`src/rtl/complex_for_sequencer_if.sv`:
```
// Request/response bundle for the shared dual-index accumulation sequencer.
// The master side drives requests and result accept; the slave side is the sequencer.
interface complex_for_sequencer_if #(
  parameter int ACC_W = 16,
  parameter int IDX_W = 8
);
  logic [1:0]         req_valid;
  logic [1:0]         req_ready;
  logic [2*IDX_W-1:0] req_start;
  logic [2*IDX_W-1:0] req_end;
  logic               rsp_valid;
  logic               rsp_ready;
  logic               rsp_id;
  logic [ACC_W-1:0]   rsp_accum;
  logic [IDX_W-1:0]   rsp_iters;
  logic               busy;

  modport master (
    output req_valid, req_start, req_end, rsp_ready,
    input  req_ready, rsp_valid, rsp_id, rsp_accum, rsp_iters, busy
  );

  modport slave (
    input  req_valid, req_start, req_end, rsp_ready,
    output req_ready, rsp_valid, rsp_id, rsp_accum, rsp_iters, busy
  );
endinterface

```
`src/rtl/complex_for_sequencer.sv`:
```
// Round-robin shared datapath running the converging i-up/j-down accumulation loop, one step per clock.
// Result valid N+1 edges after accept; result held in DONE until rsp_ready, no grant during that handshake.
module complex_for_sequencer #(
  parameter int ACC_W = 16,
  parameter int IDX_W = 8
) (
  input  logic                  clk,
  input  logic                  rst_n,
  complex_for_sequencer_if.slave bus
);
  localparam int IW = IDX_W + 1;

  typedef enum logic [1:0] {IDLE, RUN, DONE} state_t;

  state_t           state_q, state_d;
  logic [IW-1:0]    i_q, i_d, j_q, j_d;
  logic [ACC_W-1:0] acc_q, acc_d;
  logic [IDX_W-1:0] iters_q, iters_d;
  logic             id_q, id_d;
  logic             last_grant_q, last_grant_d;
  logic             rsp_id_q, rsp_id_d;
  logic [ACC_W-1:0] rsp_accum_q, rsp_accum_d;
  logic [IDX_W-1:0] rsp_iters_q, rsp_iters_d;

  logic             grant;
  logic             accept;
  logic [IDX_W-1:0] start_sel, end_sel;
  logic [ACC_W-1:0] i_ext, j_ext, t;

  always_comb begin
    grant = 1'b0;
    case (bus.req_valid)
      2'b01:   grant = 1'b0;
      2'b10:   grant = 1'b1;
      2'b11:   grant = ~last_grant_q;
      default: grant = 1'b0;
    endcase

    bus.req_ready = 2'b00;
    if (state_q == IDLE && bus.req_valid != 2'b00) begin
      bus.req_ready = grant ? 2'b10 : 2'b01;
    end
    accept = |(bus.req_valid & bus.req_ready);

    start_sel = grant ? bus.req_start[IDX_W +: IDX_W] : bus.req_start[0 +: IDX_W];
    end_sel   = grant ? bus.req_end[IDX_W +: IDX_W]   : bus.req_end[0 +: IDX_W];

    // i and j never exceed 256, so zero-extension into the accumulator width is exact.
    i_ext = ACC_W'(i_q);
    j_ext = ACC_W'(j_q);
    t     = (i_q < (j_q >> 1)) ? acc_q + i_ext : acc_q - j_ext;
  end

  always_comb begin
    state_d      = state_q;
    i_d          = i_q;
    j_d          = j_q;
    acc_d        = acc_q;
    iters_d      = iters_q;
    id_d         = id_q;
    last_grant_d = last_grant_q;
    rsp_id_d     = rsp_id_q;
    rsp_accum_d  = rsp_accum_q;
    rsp_iters_d  = rsp_iters_q;

    case (state_q)
      IDLE: begin
        if (accept) begin
          i_d          = {1'b0, start_sel};
          j_d          = {1'b0, end_sel};
          acc_d        = '0;
          iters_d      = '0;
          id_d         = grant;
          last_grant_d = grant;
          state_d      = RUN;
        end
      end
      RUN: begin
        if (i_q >= j_q) begin
          rsp_accum_d = acc_q;
          rsp_iters_d = iters_q;
          rsp_id_d    = id_q;
          state_d     = DONE;
        end else begin
          acc_d   = i_q[0] ? t - ACC_W'(1) : t + ACC_W'(1);
          i_d     = i_q + IW'(1);
          j_d     = j_q - IW'(1);
          iters_d = iters_q + IDX_W'(1);
        end
      end
      DONE: begin
        if (bus.rsp_ready) begin
          state_d = IDLE;
        end
      end
      default: state_d = IDLE;
    endcase
  end

  always_ff @(posedge clk or negedge rst_n) begin
    if (!rst_n) begin
      state_q      <= IDLE;
      i_q          <= '0;
      j_q          <= '0;
      acc_q        <= '0;
      iters_q      <= '0;
      id_q         <= 1'b0;
      last_grant_q <= 1'b1;
      rsp_id_q     <= 1'b0;
      rsp_accum_q  <= '0;
      rsp_iters_q  <= '0;
    end else begin
      state_q      <= state_d;
      i_q          <= i_d;
      j_q          <= j_d;
      acc_q        <= acc_d;
      iters_q      <= iters_d;
      id_q         <= id_d;
      last_grant_q <= last_grant_d;
      rsp_id_q     <= rsp_id_d;
      rsp_accum_q  <= rsp_accum_d;
      rsp_iters_q  <= rsp_iters_d;
    end
  end

  assign bus.rsp_valid = (state_q == DONE);
  assign bus.busy      = (state_q != IDLE);
  assign bus.rsp_id    = rsp_id_q;
  assign bus.rsp_accum = rsp_accum_q;
  assign bus.rsp_iters = rsp_iters_q;
endmodule

```
`src/flat_wrapper.sv`:
```
// flat-port wrapper written by rule: the top's interface ports become plain ports
module complex_for_sequencer_flat 
#(
  parameter int ACC_W = 16,
  parameter int IDX_W = 8
)
  (clk, rst_n, bus_req_valid, bus_req_start, bus_req_end, bus_rsp_ready, bus_req_ready, bus_rsp_valid, bus_rsp_id, bus_rsp_accum, bus_rsp_iters, bus_busy);
  complex_for_sequencer_if #(.ACC_W(ACC_W), .IDX_W(IDX_W)) bus_i ();
  input  logic clk;
  input  logic rst_n;
  input wire logic [$bits(bus_i.req_valid)-1:0] bus_req_valid;
  input wire logic [$bits(bus_i.req_start)-1:0] bus_req_start;
  input wire logic [$bits(bus_i.req_end)-1:0] bus_req_end;
  input wire logic [$bits(bus_i.rsp_ready)-1:0] bus_rsp_ready;
  output wire logic [$bits(bus_i.req_ready)-1:0] bus_req_ready;
  output wire logic [$bits(bus_i.rsp_valid)-1:0] bus_rsp_valid;
  output wire logic [$bits(bus_i.rsp_id)-1:0] bus_rsp_id;
  output wire logic [$bits(bus_i.rsp_accum)-1:0] bus_rsp_accum;
  output wire logic [$bits(bus_i.rsp_iters)-1:0] bus_rsp_iters;
  output wire logic [$bits(bus_i.busy)-1:0] bus_busy;
  assign bus_i.req_valid = bus_req_valid;
  assign bus_i.req_start = bus_req_start;
  assign bus_i.req_end = bus_req_end;
  assign bus_i.rsp_ready = bus_rsp_ready;
  assign bus_req_ready = bus_i.req_ready;
  assign bus_rsp_valid = bus_i.rsp_valid;
  assign bus_rsp_id = bus_i.rsp_id;
  assign bus_rsp_accum = bus_i.rsp_accum;
  assign bus_rsp_iters = bus_i.rsp_iters;
  assign bus_busy = bus_i.busy;
  complex_for_sequencer #(.ACC_W(ACC_W), .IDX_W(IDX_W)) u_core (.clk(clk), .rst_n(rst_n), .bus(bus_i));
endmodule
```
`config.mk`:
```
export PLATFORM = sky130hd
export DESIGN_NAME = complex_for_sequencer_flat
export DESIGN_NICKNAME = d
export VERILOG_FILES = /design/src/rtl/complex_for_sequencer_if.sv /design/src/rtl/complex_for_sequencer.sv /design/src/flat_wrapper.sv
export SDC_FILE = /design/constraint.sdc
export NUM_CORES = 1
export LEC_CHECK = 0
export CORE_MARGIN = 5
export CORE_UTILIZATION = 30
export CTS_CLUSTER_DIAMETER = 120
export DETAILED_ROUTE_END_ITERATION = 8
export GPL_TIMING_DRIVEN = 1
export HOLD_SLACK_MARGIN = 0.03
export PLACE_DENSITY_LB_ADDON = 0.12
export SYNTH_ARGS = -nofsm -noshare
export SYNTH_HDL_FRONTEND = slang
export SYNTH_SLANG_ARGS = --single-unit
```
`constraint.sdc`:
```
create_clock -name clk -period 7.99 [get_ports clk]
set_input_delay 2.397 -clock clk [delete_from_list [all_inputs] [get_ports clk]]
set_output_delay 2.397 -clock clk [all_outputs]
set_load 0.005 [all_outputs]
```
# ---- Word-level counts from Yosys, hierarchy flattened
# Cells that the tools add are included.
dict set report word_totals {
  output_inout_bits 29
  word_cells 62
  register_bits 71
  input_bits 37
}
dict set report op_classes {
  bitwise 2
  order_cmp 2
  reduce_logical 10
  eq_ne 8
  muxes 23
  add_sub_neg 7
}
# cell n
set op_table {}
lappend op_table {{16-bit 2-to-1 mux} 4}
lappend op_table {{9-bit 2-to-1 mux} 4}
lappend op_table {{9-bit case mux with 2 select lines} 2}
lappend op_table {{8-bit 2-to-1 mux} 4}
lappend op_table {{16-bit case mux with 2 select lines} 1}
lappend op_table {{16-bit by 1-bit adder with 16-bit output, second input constant} 1}
lappend op_table {{16-bit by 9-bit adder with 16-bit output} 1}
lappend op_table {{8-bit case mux with 2 select lines} 1}
lappend op_table {{16-bit by 1-bit subtractor with 16-bit output, second input constant} 1}
lappend op_table {{16-bit by 9-bit subtractor with 16-bit output} 1}
lappend op_table {{2-bit 2-to-1 mux} 5}
lappend op_table {{9-bit by 1-bit adder with 9-bit output, second input constant} 1}
lappend op_table {{9-bit >= comparator} 1}
lappend op_table {{9-bit by 8-bit < comparator with 1-bit output} 1}
lappend op_table {{9-bit by 1-bit subtractor with 9-bit output, second input constant} 1}
lappend op_table {{8-bit by 1-bit adder with 8-bit output, second input constant} 1}
lappend op_table {{2-bit equality test, second input constant} 3}
lappend op_table {{2-bit case mux with 3 select lines} 1}
lappend op_table {{3-bit AND reduction} 2}
lappend op_table {{2-bit nonzero test} 3}
lappend op_table {{2-bit by 1-bit != test with 1-bit output, second input constant} 2}
lappend op_table {{2-bit != test, second input constant} 2}
lappend op_table {{2-bit AND reduction} 2}
lappend op_table {{2-bit AND} 1}
lappend op_table {{6 further kinds} 6}

# ---- Longest topological paths before layout
# Gate-level depths: netlist of the first run.
dict set report logic_depth {
  depth_word 8
  depth_mapped 29
  depth_no_buf 28
}

# ---- Least setup slack after synthesis of the first run
# No wires, ideal clock.
dict set report synth_timing {
  kind {input-to-output}
  startpoint {input port bus_req_valid[0]}
  endpoint {output port bus_req_ready[0]}
  path_slack_ns 2.364
  path_stages 5
  arrival_time_ns 3.229
  path_cell_list {nand2_1 > and2_1 > clkbuf_1 > clkbuf_1 > nor2_1}
}
dict set report synth_via {
  elab_chain_len 4
}
# item line
set synth_rtl {}
lappend synth_rtl {{from (decl)} flat_wrapper.sv:11} ;# input wire logic [$bits(bus_i.req_valid)-1:0] bus_req_valid;
lappend synth_rtl {{2-bit equality test} complex_for_sequencer.sv:32} ;# case (bus.req_valid)
lappend synth_rtl {{1-bit case mux with 2 select lines} complex_for_sequencer.sv:32}
lappend synth_rtl {{2-bit 2-to-1 mux} complex_for_sequencer.sv:41} ;# bus.req_ready = grant ? 2'b10 : 2'b01;
lappend synth_rtl {{2-bit 2-to-1 mux *} complex_for_sequencer.sv:40} ;# if (state_q == IDLE && bus.req_valid != 2'b00) begin
lappend synth_rtl {{to (decl)} flat_wrapper.sv:15} ;# output wire logic [$bits(bus_i.req_ready)-1:0] bus_req_ready;
# Every way passes the cells marked *; elsewhere a longest branch is shown, timed or not.

# ---- Worst setup path after layout of the first run
dict set report layout_timing {
  startpoint {input port bus_req_valid[1]}
  endpoint {output port bus_req_ready[0]}
}
# The elaborated chain is that of the path after synthesis.

==> results.md, run 1 <==
- The run finished with clean final reports.
- Counting instances, the worst hold path has a depth of 1.
- The largest family of logic cells by synthesized area is compound AO/OA/AOI/OAI gates.
- Of the total synthesized cell area, the portion taken by XOR and XNOR cells is 6.42%.
- The clock tree from TritonCTS is done.
- The launch point of the worst hold path is u_core.id_q.
- The share of cells above drive strength 1 is 9.05%.
- Setup violations remaining at the end of the flow were counted as 0.
- The type of element capturing the critical path is an output pin.
- The leftover overflow at the end of global routing is 0.
- The synthesized area divided by synthesized cell count is 9.07 µm².
- Measured along the x axis, the die boundary spans 141 µm.
- The most used flip-flop cell after synthesis is sky130_fd_sc_hd__dfrtp_1.
- Setup repair after global routing left no endpoint under its margin.
- The first-pass GRT wire length is 22600 µm.
- Post-CTS repair changed the size of 0 cells.
- The clock tree root driver cell is sky130_fd_sc_hd__clkbuf_16.
- For this run, design rule violations remaining after detail routing come to 0.
- The clock sink count is just over 70.
- The data arrival time of the critical path is 4.07 ns.
- By area the synthesized netlist is led by sky130_fd_sc_hd__dfrtp_1, sky130_fd_sc_hd__ha_1, sky130_fd_sc_hd__mux2_2, sky130_fd_sc_hd__nand2_1, sky130_fd_sc_hd__o21ai_0.
- Once the floorplan was initialized, standard cells occupied between 30% and 40% of the core.
- The number of flops mapped to enable cells by yosys is 0.
- The H-tree level count is 3.
- The destination of the worst register-to-register timing path is u_core.acc_q[15].
- The die is approximately 140 µm tall.
- The path class of the lowest-slack min-delay path is flop to flop.
- The maximum fanout along the worst path is 15.
- The HPWL after detailed placement is 10400 µm.
- The worst pin sits at a relative slew slack of 25.9%.
- The synthesis-to-finish area growth is 21.8%.
- Using the TritonRoute via totals, the vias-per-cell ratio works out to 5.10.
- The number of fillers in the final layout is approximately 1700.
- The area share of the largest cell type after synthesis is ~34%.
- The average detailed-routed wire length per instance is 16.2 µm.
- The via count of the first global-routing pass was 4437.
- After synthesis, the share of flip-flops with an asynchronous set or reset is 100%.
- The number of iterations in the first detailed-routing pass is 4.
- Summing the areas of all fa, ha and maj instances in the mapped netlist gives 12.8% of the synthesized area.
- At the pin with the least slew margin, the transition time is between 1 and 1.5 ns.
- The minimum clock period after layout is 6.47 ns.
- The number of synthesized register bits is 71.
- The net count after synthesis is 660.
- The synthesized netlist devotes between 10% and 20% of its cell area to compound gates.
- In this run the cell area measured after placement is 6010 µm².
- The pin count of the biggest net entering global routing is 72.
- Max-cap violations in this run came to 0.
- The global placer's final weighted congestion is 0.845.
- The die covers about 20000 µm².
- After clock tree synthesis, the clock-pin slew on the worst setup and hold paths is ~0.060 ns.
- After layout, the worst path uses 80.9% of the clock period.
- Once layout is done, the placed cells without fillers occupy 6310 µm².
- The worst register-to-register path has a setup slack of 1.70 ns.
- The global router's overall resource usage is 14.1%.
- The final count of pins violating max slew is 0.
- The share of the yosys chip area belonging to registers is 34.3%.
- The final antenna diode count is 0.
- The floorplan has 48 rows.
- The initial detailed-routing violation count is ~230.
- The number of cells on the worst reg-to-reg path is 27.
- Yosys printed 0 warnings.
- The worst endpoint required time is about 5.6 ns.
- Buffers placed on the I/O ports in this run total 65.
- The total negative slack is 0 ns.
- The number of top-level pins is 66.
- Summing every instance area after synthesis gives 5180 µm².
- In this run the remaining antenna-violating nets after routing total 0.
- For this run, the share of the core covered by cells in the final layout is 36.9%.
- For hold timing, the worst endpoint is u_core.id_q.
- The area fraction in and, or, nand and nor cells after synthesis is 15.4%.
- The later-pin clock latency in the skew report is 0.35 ns.
- The synthesized design spends more area on one cell type than any other, namely sky130_fd_sc_hd__dfrtp_1.
- The core region area is 17100 µm².
- TritonCTS created 9 clock buffers.
- The final layout net count is 714.
- Detailed routing inserted a total of 4357 vias.
- After detailed routing, the total wire length is 13800 µm.
- The critical path start-end classification is input pin to output pin.
- The final cell count without fillers is about 860.
- The number of hold violations in the final report is 0.
- The number of hold buffers added after CTS is 0.
- The buffer count from post-CTS setup fixing is 0.
- The final clock skew is 0.00918 ns.
- STA classifies the critical path startpoint as an input pin.
- In this run, distinct cell masters in the synthesized netlist total 56.
- The clock tree buffer depth is 2.
- The mux contribution to synthesized area is slightly below 8%.
- The number of standard cells after synthesis is 571.
- In this run the critical register-to-register path is launched from u_core.i_q[4].
- The number of antenna violations at the first check in global routing is 0.
- The count of placed standard cells including taps is ~840.
- The upper clock frequency limit is around 0.15 GHz.
==> placed cells by master, fill, tap and decap left out, types with 4 or more instances in the layout <==
| cell type | synthesis | routed |
|---|---|---|
| sky130_fd_sc_hd__mux2_2 | 26 | 26 |
| sky130_fd_sc_hd__nor2b_1 | 11 | 11 |
| sky130_fd_sc_hd__o21a_1 | 8 | 8 |
| sky130_fd_sc_hd__a21o_1 | 14 | 14 |
| sky130_fd_sc_hd__nand2_1 | 65 | 65 |
| sky130_fd_sc_hd__dfrtp_1 | 70 | 70 |
| sky130_fd_sc_hd__a31oi_1 | 4 | 4 |
| sky130_fd_sc_hd__o211ai_1 | 7 | 7 |
| sky130_fd_sc_hd__nand3_1 | 27 | 27 |
| sky130_fd_sc_hd__xor2_1 | 19 | 19 |
| sky130_fd_sc_hd__clkbuf_16 | 0 | 9 |
| sky130_fd_sc_hd__nand4_1 | 5 | 5 |
| sky130_fd_sc_hd__and3_1 | 4 | 4 |
| sky130_fd_sc_hd__nor3_1 | 8 | 8 |
| sky130_fd_sc_hd__nand2b_1 | 7 | 7 |
| sky130_fd_sc_hd__o31ai_1 | 6 | 6 |
| sky130_fd_sc_hd__a21oi_1 | 43 | 43 |
| sky130_fd_sc_hd__xnor2_1 | 19 | 19 |
| sky130_fd_sc_hd__mux2i_1 | 11 | 11 |
| sky130_fd_sc_hd__ha_1 | 50 | 50 |
| sky130_fd_sc_hd__or2_2 | 5 | 5 |
| sky130_fd_sc_hd__inv_1 | 20 | 20 |
| sky130_fd_sc_hd__nor2_1 | 29 | 28 |
| sky130_fd_sc_hd__o21ai_0 | 45 | 45 |
| sky130_fd_sc_hd__clkdlybuf4s50_1 | 0 | 64 |
==> flip-flops by register name, indices dropped and copies added, names as in the netlist <==
name / count
u_core.acc_q: 16
u_core.bus.rsp_accum: 16
u_core.i_q: 9
u_core.j_q: 9
u_core.bus.rsp_iters: 8
u_core.iters_q: 8
u_core.state_q: 2
u_core.bus.rsp_id: 1
u_core.id_q: 1
u_core.last_grant_q: 1
==> how the worst max path moves through the flow <==
stage	cells after the start	slack, ns	to	start
floorplan	5	2.36	bus_req_ready[0]	bus_req_valid[0]
global placement	5	1.50	bus_req_ready[0]	bus_req_valid[1]
detailed placement	5	1.50	bus_req_ready[0]	bus_req_valid[1]
CTS	5	1.49	bus_req_ready[0]	bus_req_valid[1]
global route	27	1.15	u_core.acc_q[15]	u_core.i_q[4]
finish	5	1.52	bus_req_ready[0]	bus_req_valid[1]
==> per-stage QoR <==
step           setup WS, ns  hold slack, ns
2_1_floorplan          2.36           0.444
3_3_place_gp           1.50           0.474
3_5_place_dp           1.50           0.467
4_1_cts                1.49           0.484
5_1_grt                1.15           0.509
6_report               1.52           0.485
==> worst max-delay path, cell delays in order <==
cell	delay, ns
sky130_fd_sc_hd__clkdlybuf4s50_1	0.50
sky130_fd_sc_hd__nor2_1	0.07
sky130_fd_sc_hd__or2_2	0.44
sky130_fd_sc_hd__nor2_1	0.15
sky130_fd_sc_hd__clkdlybuf4s50_1	0.52
==> kinds of logic (layout without fill, tap and decap cells) <==
group | after synthesis | after routing
compound gates | 157 | 157
mux | 37 | 37
buf+inv | 45 | 104
xor+xnor | 38 | 38
fa+ha+maj | 52 | 52
flops | 71 | 71
simple gates | 171 | 171
==> synth_stat cells (2+ instances only) <==
master / n
sky130_fd_sc_hd__a32oi_1: 3
sky130_fd_sc_hd__a32o_1: 3
sky130_fd_sc_hd__o22a_1: 2
sky130_fd_sc_hd__o21ai_0: 45
sky130_fd_sc_hd__and2_1: 3
sky130_fd_sc_hd__clkbuf_1: 12
sky130_fd_sc_hd__nand3_1: 27
sky130_fd_sc_hd__o211ai_1: 7
sky130_fd_sc_hd__buf_6: 2
sky130_fd_sc_hd__a21oi_1: 43
sky130_fd_sc_hd__buf_2: 7
sky130_fd_sc_hd__mux2i_1: 11
sky130_fd_sc_hd__xor2_1: 19
sky130_fd_sc_hd__ha_1: 50
sky130_fd_sc_hd__nand4_1: 5
sky130_fd_sc_hd__nand2b_1: 7
sky130_fd_sc_hd__mux2_2: 26
sky130_fd_sc_hd__o21a_1: 8
sky130_fd_sc_hd__o31a_1: 2
sky130_fd_sc_hd__a31oi_1: 4
sky130_fd_sc_hd__o311ai_0: 2
sky130_fd_sc_hd__and3_1: 4
sky130_fd_sc_hd__buf_1: 2
sky130_fd_sc_hd__a41oi_1: 2
sky130_fd_sc_hd__nor2_1: 29
sky130_fd_sc_hd__dfrtp_1: 70
sky130_fd_sc_hd__inv_1: 20
sky130_fd_sc_hd__nor2b_1: 11
sky130_fd_sc_hd__fa_1: 2
sky130_fd_sc_hd__o21ai_1: 3
sky130_fd_sc_hd__or3_1: 3
sky130_fd_sc_hd__nand2_1: 65
sky130_fd_sc_hd__o31ai_1: 6
sky130_fd_sc_hd__nor3_1: 8
sky130_fd_sc_hd__xnor2_1: 19
sky130_fd_sc_hd__nor4_1: 2
sky130_fd_sc_hd__a21o_1: 14
sky130_fd_sc_hd__or2_2: 5
==> area by class of cell <==
type                    instances  area [µm²]  area share, %
clock buffers                  10         229           3.63
clock inverters                 6        68.8           1.09
inverters                      21        78.8           1.25
multi-input cells             455        3210           50.9
flip-flops and latches         71        1780           28.2
well taps                     225         282           4.46
repair buffers                 67         663           10.5
==> layer usage <==
layer | vias to the layer above | wire length, µm | GRT usage, %
met5 | - | 0 | 0
met3 | 17 | 559 | 2.86
met4 | 0 | 203 | 4.24
li1 | 2178 | - | -
met2 | 83 | 6370 | 22.9
met1 | 2079 | 6690 | 19.1
Power of run 1 is not shown: default switching activity piles up to over one toggle a cycle in this logic, so the estimate is an artifact.
==> run 2, diff against run 1 <==
==> constraint.sdc (replaced) <==
create_clock -name clk -period 5.4 [get_ports clk]
set_input_delay 1.62 -clock clk [delete_from_list [all_inputs] [get_ports clk]]
set_output_delay 1.62 -clock clk [all_outputs]
set_load 0.005 [all_outputs]
==> results.md, run 2 (synthesis gave the netlist of run 1 again) <==
- The flow ran to the end, and the final reports show no timing, DRC or antenna violations.
- The routed wire length was 14400 µm (+4.1%).
- The H-tree level count is 3 (unchanged).
- The via total after detailed routing is 4499 (+3.3%).
- The most common library cell in the layout ignoring fill and taps is sky130_fd_sc_hd__dfrtp_1.
- The area of the die is 20000 µm² (unchanged).
- The number of antenna violations at the first check in global routing is 0 (unchanged).
- The worst setup path is launched from a flop.
- The count of standard-cell rows is 48 (unchanged).
- The worst path needs 5.15 ns of the cycle, external delays included.
- The via-per-instance ratio is 5.08 (-0.24%).
- The worst-margin pin slew was 1.15 ns (+0.0395 ns).
- The first-pass GRT wire length came to 23700 µm (+5.0%).
- The final count of pins violating max slew came to 0 (unchanged).
- TritonCTS built the clock tree.
- The upper clock frequency limit is 0.194 GHz.
- The global router's overall resource usage is 14.9% (+0.75 points).
- The clock sink count is 71 (unchanged).
- The relative slew slack is 23.3% (-2.6 points).
- The number of iterations in the first detailed-routing pass is 4 (unchanged).
- The critical path goes through inv_1, ha_1, a21o_1, a221o_1, a41oi_2, o21a_2, buf_8, mux2i_1, ha_1, o21a_1, o31a_1, o21bai_1, nand2_1, a21oi_2, xnor2_1, ha_1, and3_2, a211o_1, a31oi_4, o311ai_4, o31ai_2, xor2_1, o21ai_0.
- The x dimension of the die is 141 µm (unchanged).
- The number of hold violations in the final report is 0 (unchanged).
- In this run the critical register-to-register path is launched from u_core.j_q[5].
- The clock buffer count from CTS is 9 (unchanged).
- The stage delay of the slowest cell on the critical path was 0.39 ns (-0.13 ns).
- The data arrival time of the critical path is 5.33 ns (+1.26 ns).
- The global placer's final weighted congestion is 0.840 (-0.54%).
- The count of antenna-violating nets left after detailed routing is 0 (unchanged).
- The number of buffers and inverters on the critical path is 2 (unchanged).
- The cell that appears most often on the critical path is sky130_fd_sc_hd__ha_1.
- The remaining routing DRC violations is 0 (unchanged).
- The core region area was 17100 µm² (unchanged).
- The later-pin clock latency in the skew report is 0.35 ns (about the same).
- The origin of the worst setup path is u_core.j_q[5].
- STA classifies the critical path endpoint as a flop.
- The critical path start-end classification is flop to flop.
- The final layout net count is 744 (+4.2%).
- The maximum fanout along the worst path is 6 (-9).
- The share of cells above drive strength 1 is 16.7% (+7.6 points).
- The final antenna diode count is 0 (unchanged).
- The number of hold buffers added after CTS is 0 (unchanged).
- The via count of the first global-routing pass is 4522 (+1.9%).
- The cell with the biggest individual delay on the critical path is sky130_fd_sc_hd__dfrtp_1.
- The root buffer cell chosen for the clock tree is sky130_fd_sc_hd__clkbuf_16.
- The cell family contributing the most delay on the critical path is compound AO/OA/AOI/OAI gates.
- The placement-stage cell area is 6180 µm² (+2.7%).
- The final design instance area without fill is 6670 µm² (+5.7%).
- The height of the die is 141 µm (unchanged).
- The synthesis-to-finish area growth is 28.7%.
- The launch point of the worst hold path is u_core.id_q.
- The number of buffers added on ports is 65 (unchanged).
- The effective utilization at floorplan is 30.3% (unchanged).
- The worst endpoint required time is 5.58 ns (about the same).
- The leftover overflow at the end of global routing was 0 (unchanged).
- The final clock skew is 0.0110 ns (+0.00177 ns).
- The average detailed-routed wire length per instance is 16.3 µm (+0.59%).
- The clock-pin slew of the registers on the worst-case setup and hold paths is 0.07 ns (about the same).
- The number of endpoints failing setup at the final stage was 0 (unchanged).
- The clock tree buffer depth is 2 (unchanged).
- The number of maximum-capacitance violations is 0 (unchanged).
- The pin count of the biggest net entering global routing came to 72 (unchanged).
- The worst hold path belongs to the class flop to flop.
- The HPWL after detailed placement is 10900 µm (+4.1%).
- The initial detailed-routing violation count was 307 (+36%).
- The number of top-level pins is 66 (unchanged).
- In the layout the commonest cells are sky130_fd_sc_hd__dfrtp_1, sky130_fd_sc_hd__nand2_1, sky130_fd_sc_hd__clkdlybuf4s50_1.
- The fraction of the cycle the final worst path needs is 95.4%.
-- run 2: changes by cell type in the layout (fill, tap and decap cells not counted), moves of 2 or more --
| cell | previous run | this run |
|---|---|---|
| sky130_fd_sc_hd__buf_4 | 3 | 32 |
| sky130_fd_sc_hd__a21oi_1 | 43 | 35 |
| sky130_fd_sc_hd__a21oi_2 | 0 | 8 |
| sky130_fd_sc_hd__o21ai_0 | 45 | 42 |
| sky130_fd_sc_hd__nor2b_1 | 11 | 9 |
| sky130_fd_sc_hd__nor2b_4 | 0 | 2 |
| sky130_fd_sc_hd__o21ai_2 | 1 | 3 |
-- run 2: path summary, 6_finish.rpt --
| path | end | slack, ns | depth (start not counted) |
|---|---|---|---|
| max in group asynchronous | u_core.bus.rsp_iters[2] | 3.38 | 1 |
| max | u_core.acc_q[14] | 0.25 | 23 |
| min in group asynchronous | u_core.bus.rsp_accum[5] | 1.42 | 1 |
| min | u_core.id_q | 0.48 | 1 |
| max reg2reg | u_core.acc_q[14] | 0.25 | 23 |
| min reg2reg | u_core.id_q | 0.48 | 1 |
-- run 2: layout make-up --
cell class / instances / area (µm²)
Timing Repair Buffer: 97 / 896
Inverter: 21 / 78.8
Clock inverter: 6 / 71.3
Tap cell: 225 / 282
Clock buffer: 10 / 229
Fill cell: 1724 / 10500
Sequential cell: 71 / 1780
Multi-Input combinational cell: 455 / 3330
-- run 2: timing repair --
item / 4_1_cts / 5_1_grt
setup buffers: 1 / 7
pin swaps: 2 / 14
gates resized for setup: 2 / 31
endpoints found under the setup margin: 2 / 6
-- run 2: worst register-to-register path, stage by stage, from the launching register on --
cell	delay (ns)
sky130_fd_sc_hd__dfrtp_1	0.39
sky130_fd_sc_hd__inv_1	0.08
sky130_fd_sc_hd__ha_1	0.32
sky130_fd_sc_hd__a21o_1	0.18
sky130_fd_sc_hd__a221o_1	0.30
sky130_fd_sc_hd__a41oi_2	0.20
sky130_fd_sc_hd__o21a_2	0.24
sky130_fd_sc_hd__buf_8	0.14
sky130_fd_sc_hd__mux2i_1	0.20
sky130_fd_sc_hd__ha_1	0.29
sky130_fd_sc_hd__o21a_1	0.20
sky130_fd_sc_hd__o31a_1	0.14
sky130_fd_sc_hd__o21bai_1	0.20
sky130_fd_sc_hd__nand2_1	0.09
sky130_fd_sc_hd__a21oi_2	0.16
sky130_fd_sc_hd__xnor2_1	0.15
sky130_fd_sc_hd__ha_1	0.30
sky130_fd_sc_hd__and3_2	0.23
sky130_fd_sc_hd__a211o_1	0.34
sky130_fd_sc_hd__a31oi_4	0.20
sky130_fd_sc_hd__o311ai_4	0.13
sky130_fd_sc_hd__o31ai_2	0.26
sky130_fd_sc_hd__xor2_1	0.16
sky130_fd_sc_hd__o21ai_0	0.08
-- run 2: metrics by stage --
stage	TNS [ns]	utilization (%)	hold WS [ns]	cells	setup WS [ns]
floorplan	0	-	0.444	571	0.101
global placement	0	36.1	0.453	861	0.164
detailed placement	-0.0366	36.1	0.467	861	-0.0366
CTS	0	37.9	0.482	878	0.00421
global route	-0.0556	38.9	0.517	885	-0.0424
finish	0	38.9	0.479	885	0.251
-- run 2: routing by layer --
| metal | vias to the layer above | wire length [µm] | global-route usage [%] |
|---|---|---|---|
| li1 | 2235 | - | - |
| met1 | 2177 | 6850 | 19.9 |
| met2 | 72 | 6770 | 24.0 |
| met3 | 15 | 576 | 3.13 |
| met4 | 0 | 195 | 5.05 |
| met5 | - | 0 | 0 |
Power of run 2 is left out for the same reason.
